## src/rtl/dmem_arbiter.sv

```systemverilog
// dmem_arbiter -- two-port arbiter sharing one data-memory port between the
// CPU (c_*) and a debug/loader port (d_*).
//
// Ports
//   clk, rst            system clock, asynchronous active-low reset
//   c_req..c_size       CPU command in; c_ack pulse and c_rdata out
//   d_req..d_size       debug command in; d_ack pulse and d_rdata out
//   m_en..m_size        memory command out (valid while m_en = 1)
//   m_rdata             memory read data, valid the cycle after m_en
//   halt                processor trap-halt (only used with DMEM_ARB_HALT_EN)
//   busy, owner         arbiter not idle; last-granted port (0 CPU, 1 debug)
//
// Build option: define DMEM_ARB_HALT_EN to keep the CPU from being granted
// while halt is high; otherwise halt is ignored.
//
// state | meaning
// IDLE  | waiting for an eligible request, arbitration happens here
// ISSUE | memory strobe driven with the registered command
// RESP  | ack pulse to the granted port, read data returned

module dmem_arbiter #(
  parameter int AW = 32,
  parameter int DW = 32
) (
  input  logic          clk,
  input  logic          rst,
  input  logic          c_req,
  input  logic [AW-1:0] c_addr,
  input  logic [DW-1:0] c_wdata,
  input  logic          c_we,
  input  logic [1:0]    c_size,
  output logic          c_ack,
  output logic [DW-1:0] c_rdata,
  input  logic          d_req,
  input  logic [AW-1:0] d_addr,
  input  logic [DW-1:0] d_wdata,
  input  logic          d_we,
  input  logic [1:0]    d_size,
  output logic          d_ack,
  output logic [DW-1:0] d_rdata,
  output logic          m_en,
  output logic [AW-1:0] m_addr,
  output logic [DW-1:0] m_wdata,
  output logic          m_we,
  output logic [1:0]    m_size,
  input  logic [DW-1:0] m_rdata,
  input  logic          halt,
  output logic          busy,
  output logic          owner
);

  typedef enum logic [1:0] {IDLE, ISSUE, RESP} state_t;

  state_t        state, state_nxt;
  logic          c_elig, d_elig;
  logic          gnt_c, gnt_d;
  logic [AW-1:0] cmd_addr;
  logic [DW-1:0] cmd_wdata;
  logic          cmd_we;
  logic [1:0]    cmd_size;
  logic [DW-1:0] c_rdata_q, d_rdata_q;

`ifdef DMEM_ARB_HALT_EN
  assign c_elig = c_req & ~halt;
`else
  logic unused_halt;
  assign unused_halt = halt;
  assign c_elig = c_req;
`endif
  assign d_elig = d_req;

  // owner doubles as the in-flight port select: it is written at grant and
  // holds through ISSUE and RESP.
  always_comb begin
    state_nxt = state;
    gnt_c     = 1'b0;
    gnt_d     = 1'b0;
    m_en      = 1'b0;
    m_we      = 1'b0;
    c_ack     = 1'b0;
    d_ack     = 1'b0;
    c_rdata   = c_rdata_q;
    d_rdata   = d_rdata_q;
    case (state)
      IDLE: begin
        if (c_elig && d_elig) begin
          gnt_c = owner;
          gnt_d = ~owner;
        end else begin
          gnt_c = c_elig;
          gnt_d = d_elig;
        end
        if (gnt_c || gnt_d) state_nxt = ISSUE;
      end
      ISSUE: begin
        m_en      = 1'b1;
        m_we      = cmd_we;
        state_nxt = RESP;
      end
      RESP: begin
        c_ack     = ~owner;
        d_ack     = owner;
        // Memory data only exists in this cycle, so forward it straight out
        // during the ack and capture it for the following cycles.
        if (!cmd_we && !owner) c_rdata = m_rdata;
        if (!cmd_we && owner)  d_rdata = m_rdata;
        state_nxt = IDLE;
      end
      default: state_nxt = IDLE;
    endcase
  end

  always_ff @(posedge clk or negedge rst) begin
    if (!rst) begin
      state     <= IDLE;
      owner     <= 1'b1;
      cmd_addr  <= '0;
      cmd_wdata <= '0;
      cmd_we    <= 1'b0;
      cmd_size  <= 2'b00;
      c_rdata_q <= '0;
      d_rdata_q <= '0;
    end else begin
      state <= state_nxt;
      if (gnt_c) begin
        owner     <= 1'b0;
        cmd_addr  <= c_addr;
        cmd_wdata <= c_wdata;
        cmd_we    <= c_we;
        cmd_size  <= c_size;
      end else if (gnt_d) begin
        owner     <= 1'b1;
        cmd_addr  <= d_addr;
        cmd_wdata <= d_wdata;
        cmd_we    <= d_we;
        cmd_size  <= d_size;
      end
      c_rdata_q <= c_rdata;
      d_rdata_q <= d_rdata;
    end
  end

  assign m_addr  = cmd_addr;
  assign m_wdata = cmd_wdata;
  assign m_size  = cmd_size;
  assign busy    = (state != IDLE);

endmodule

```

## config.mk

```make
export PLATFORM = sky130hd
export DESIGN_NAME = dmem_arbiter
export DESIGN_NICKNAME = d
export VERILOG_FILES = /design/src/rtl/dmem_arbiter.sv
export SDC_FILE = /design/constraint.sdc
export NUM_CORES = 1
export LEC_CHECK = 0
export ABC_AREA = 1
export BUFFER_PORTS_ARGS = -buffer_cell sky130_fd_sc_hd__buf_2
export CAP_MARGIN = 20
export CORE_AREA = 2 2 147 149
export CTS_CLUSTER_DIAMETER = 30
export DETAILED_ROUTE_END_ITERATION = 10
export DIE_AREA = 0 0 149 151
export PLACE_DENSITY = 0.6
export SYNTH_ARGS = -nofsm -noshare
export SYNTH_HDL_FRONTEND = slang
export SYNTH_SLANG_ARGS = --single-unit
```

## constraint.sdc

```tcl
create_clock -name clk -period 3.3 [get_ports clk]
set_clock_uncertainty 0.1 [all_clocks]
set_input_delay 0.33 -clock clk [delete_from_list [all_inputs] [get_ports clk]]
set_output_delay 0.33 -clock clk [all_outputs]
set_load 0.01 [all_outputs]
```

# Yosys cells after proc, flatten, opt, wreduce, memory -nomap -nowiden
# Cells that the tools add are included.
# Widths: inputs -> output; s select.
dict set report totals {
  input_bits 171
  out_inout_bits 136
  elab_cells 47
  ff_bits 134
}
dict set report op_classes {
  n_bitwise 1
  mux 26
  n_reduce_logical 9
  n_eq_ne 3
}
# cell count
set op_table {}
lappend op_table {{$mux 32} 8}
lappend op_table {{$mux 1} 14}
lappend op_table {{$mux 2} 3}
lappend op_table {{$pmux 2 s2} 1}
lappend op_table {{$reduce_bool 2->1} 2}
lappend op_table {{$logic_and 1x1->1} 3}
lappend op_table {{$eq 2x1->1 const B} 1}
lappend op_table {{$eq 2x2->1 const B} 1}
lappend op_table {{$logic_not 1->1} 2}
lappend op_table {{$logic_not 2->1} 1}
lappend op_table {{$ne 2x2->1 const B} 1}
lappend op_table {{$logic_or 1x1->1} 1}
lappend op_table {{$not 1->1} 1}

# Depth between registers and ports, before layout
dict set report depth {
  ltp_word 6
  ltp_mapped 9
  depth_no_buf 7
}

# Least setup slack after synthesis
# OpenSTA, ideal clock, no wires.
dict set report synth_timing {
  kind {reg-to-output}
  from {reg owner}
  to {out c_rdata[14]}
  t_arrival_ns 1.287
  n_path_buf 1
  slack_ns 1.583
  stages_incl_launch_ff 6
  cell_sequence {dfstp_2 inv_2 nand3_2 clkbuf_1 nand2_1 o21ai_0}
}
dict set report synth_via {
  elab_chain_cells 4
}
# item line_no
set synth_rtl {}
lappend synth_rtl {{start: declaration} 49} ;# output logic owner
lappend synth_rtl {{start signal: assignment} 116} ;# owner <= 1'b1;
lappend synth_rtl {{start signal: assignment} 126} ;# owner <= 1'b0;
lappend synth_rtl {{start signal: assignment} 132} ;# owner <= 1'b1;
lappend synth_rtl {{$logic_not 1->1} 105} ;# if (!cmd_we && !owner) c_rdata = m_rdata;
lappend synth_rtl {{$logic_and 1x1->1} 105}
lappend synth_rtl {{$mux 32} 105}
lappend synth_rtl {{$mux 32} 84} ;# case (state)
lappend synth_rtl {{end: declaration} 33} ;# output logic [DW-1:0] c_rdata,
# Every way passes these cells.

# Final worst setup path
dict set report layout_timing {
  from {reg state[1]}
  to {out c_rdata[13]}
}
dict set report layout_via {
  elab_chain_cells 2
}
# item line_no
set layout_rtl {}
lappend layout_rtl {{start: declaration} 54} ;# state_t state, state_nxt;
lappend layout_rtl {{start signal: assignment} 124} ;# state <= state_nxt;
lappend layout_rtl {{$eq 2x2->1} 84}
lappend layout_rtl {{$mux 32} 84}
# Every way passes these cells.

==> impl_results.md <==
- Total gr overflow: 0
- Final Max Slew Viols: 0
- Hold slack: between 100 and 150 ps
- Seq cells post-synth: about 130
- Total GRT Usage: 0.160
- Worst slew pin tran: 742 ps
- MaxCap Viol Count: 0
- CTS tree: yes
- Clk root buf: clkbuf_16
- GRT Max-Usage Layer: met2
- Layout area overhead: 38.6%
- H-tree depth: 4
- Final wirelength: approximately 18000 microns
- Avg WL per Cell: around 13 microns
- Status: finished clean
- DP HPWL: about 13000 microns
- Yosys Warn Count: 0
- Post-Syn Nets: between 900 and 1000
- Clk slew on worst S/H paths: 60 ps
- Final hold viol count: 0
- Int Pwr: 0.00492 W
- Cell taking the most area after synthesis: dfrtp_1
- Power Density: ~950 mW/mm^2
- Largest net degree at the start of global routing: between 70 and 80
- Combinational Power Share: 0.414
- Critical path type: register to primary output
- Clock sink total: between 100 and 150
- Syn Area/Cell: 7.53 sq um
- Startpoint Class: register
- Clock buffer depth: 2
- Fmax: 366 MHz
- Met1 usage in global routing: 0.191
- GR Util met2: 0.279
- Vias: 5817
- # nets final: between 1000 and 1500
- Area of the core: 0.0208 sq mm
- Crit path time final: 2730 ps
- Boundary Pins: slightly above 300
- Avg Vias per Cell: 4.12
- CTS Buf Count: 17
- PortBufs: 305
- Crit Path Max Fanout: 25
- Initial antenna violation count: 3
- Post-DP Area: 0.00798 sq mm
- DRC viols: 0
- Number of core rows: 53
- Setup TNS: 0 ps
- WP data required: about 2900 ps
- Final Cell Area: 0.00862 sq mm
- Synth area leaders: dfrtp_1, nand2_1, inv_1, nand3_1, o21ai_0
- First drt pass iteration count: 4
- Detail Route Antenna Nets: 0
- Slew HR: 0.505
- Yosys top cell area share: 0.535
- Die width: 149 microns
- Switching share of power: 0.396
- Tightest Hold Check Type: primary input to register
- Sequential-to-total area share from yosys stat: 0.540
- Nature of the critical path endpoint: primary output
- Data arrival time of the worst path: 2300 ps
- Met3 Use GR: 0.0503
- Mapped cell area: 0.00622 sq mm
- Setup-failing EPs final: 0
- Clock network power share: 0.245
- Clock latency on the worst-skew pair: 410 ps
- Net Switching: 0.00323 W
- Post-Synthesis Cells: between 800 and 900
- Global-route wire length before repair: 28400 microns
- DR iter-0 viols: 196
- Die area: 0.0225 sq mm
- Die Y-Extent: 151 microns
- VDD IR-drop max: 0.000399 V
- RSZ-0062 raised after global routing: no
- Period Utilization, post-route: 0.828
- Flop pwr share: 0.341
- Synth cell types: 18
- Share of layout cells above drive strength 1: 0.316
- Gpl congestion: 0.798
- Starting Density: 0.299
- Postcts setup bufs: 0
- Vias in the first global route: approximately 5700
- Leak: about 5.4 nW
-- logic make-up (layout without fill, tap and decap cells) --
kind of cell | count (synthesis) | count (layout) | share of synthesized area
other | 0 | 1 | 0
AOI/OAI and AO/OA | 66 | 66 | 0.0541
DFF | 134 | 134 | 0.540
and+or+nand+nor | 413 | 413 | 0.268
buffers and inverters | 213 | 523 | 0.139
-- synth_stat cells, drive strengths merged --
library cell  count
nand2           335
dfstp             1
nor2              6
dfrtp           133
nor3              1
clkbuf           17
nand3            71
buf              23
inv             173
o21ai            65
a21boi            1
-- critical path, stage by stage (launching register included) --
cell,delay (ps)
dfrtp_1,420
inv_1,70
nor2_2,150
nand3_2,380
buf_4,370
o21ai_0,290
buf_2,190
-- cell usage in the layout, fill, tap and decap left out, types with 2 or more instances in the layout --
cell type,n
inv_6,6
nor2_2,2
nand3_1,68
inv_1,171
dfrtp_1,133
o21ai_1,20
nand3_2,3
clkinvlp_4,2
nand2_1,334
bufinv_16,3
clkbuf_16,17
inv_2,2
nor2_1,4
buf_4,12
buf_2,304
o21ai_0,45
clkinv_4,2
-- flip-flops by register name, indices dropped and copies added, names as in the netlist --
| name | flops |
|---|---|
| c_rdata_q | 32 |
| cmd_we | 1 |
| d_rdata_q | 32 |
| m_addr | 32 |
| m_size | 2 |
| m_wdata | 32 |
| owner | 1 |
| state | 2 |
-- through the flow --
step                setup slack, ps  total power [W]   util  instances
global placement               1040          0.00620  0.383       1378
floorplan                      1580          0.00478      -        826
global route                    324          0.00886  0.414       1411
CTS                             510          0.00831  0.414       1411
detailed placement              993          0.00626  0.383       1378
finish                          569          0.00816  0.414       1412
-- final timing paths --
kind,startpoint,endpoint,slack [ps],cells after the start
max,state[1],c_rdata[13],570,6
max reg2reg,owner,m_size[0],1330,7
min in group asynchronous,rst,m_addr[8],360,2
min reg2reg,m_addr[30],m_addr[30],370,2
max in group asynchronous,rst,m_wdata[16],1890,3
min,m_rdata[27],d_rdata_q[27],110,3
-- timing repair --
item / CTS / global route
hold buffers: 1 / 0
resized for setup: 0 / 0
endpoints found under the hold margin: 70 / 0
-- routing by layer --
| layer | share of wire | vias up |
|---|---|---|
| li1 | - | 3035 |
| met1 | 0.43 | 2583 |
| met2 | 0.49 | 176 |
| met3 | 0.068 | 19 |
| met4 | 0.012 | 4 |
| met5 | 0.0019 | - |
-- power by group through the flow --
stage                     combinational, W  sequential (W)  clock, W
after floorplan                    0.00182         0.00296         0
after global placement             0.00341         0.00278         0
after detailed placement           0.00347         0.00280         0
after CTS                          0.00346         0.00279   0.00206
after global routing               0.00384         0.00288   0.00214
final                              0.00338         0.00278   0.00200
-- cell type report --
class / instances / area (sq um)
fillers: 2201 / 12200
flip-flops and latches: 134 / 3350
multi-input cells: 479 / 2010
repair buffers: 318 / 1630
inverters: 173 / 649
clock buffers: 18 / 439
well taps: 275 / 344
clock inverters: 14 / 186
diodes: 1 / 2.50
(Power assumes the default switching activity.)
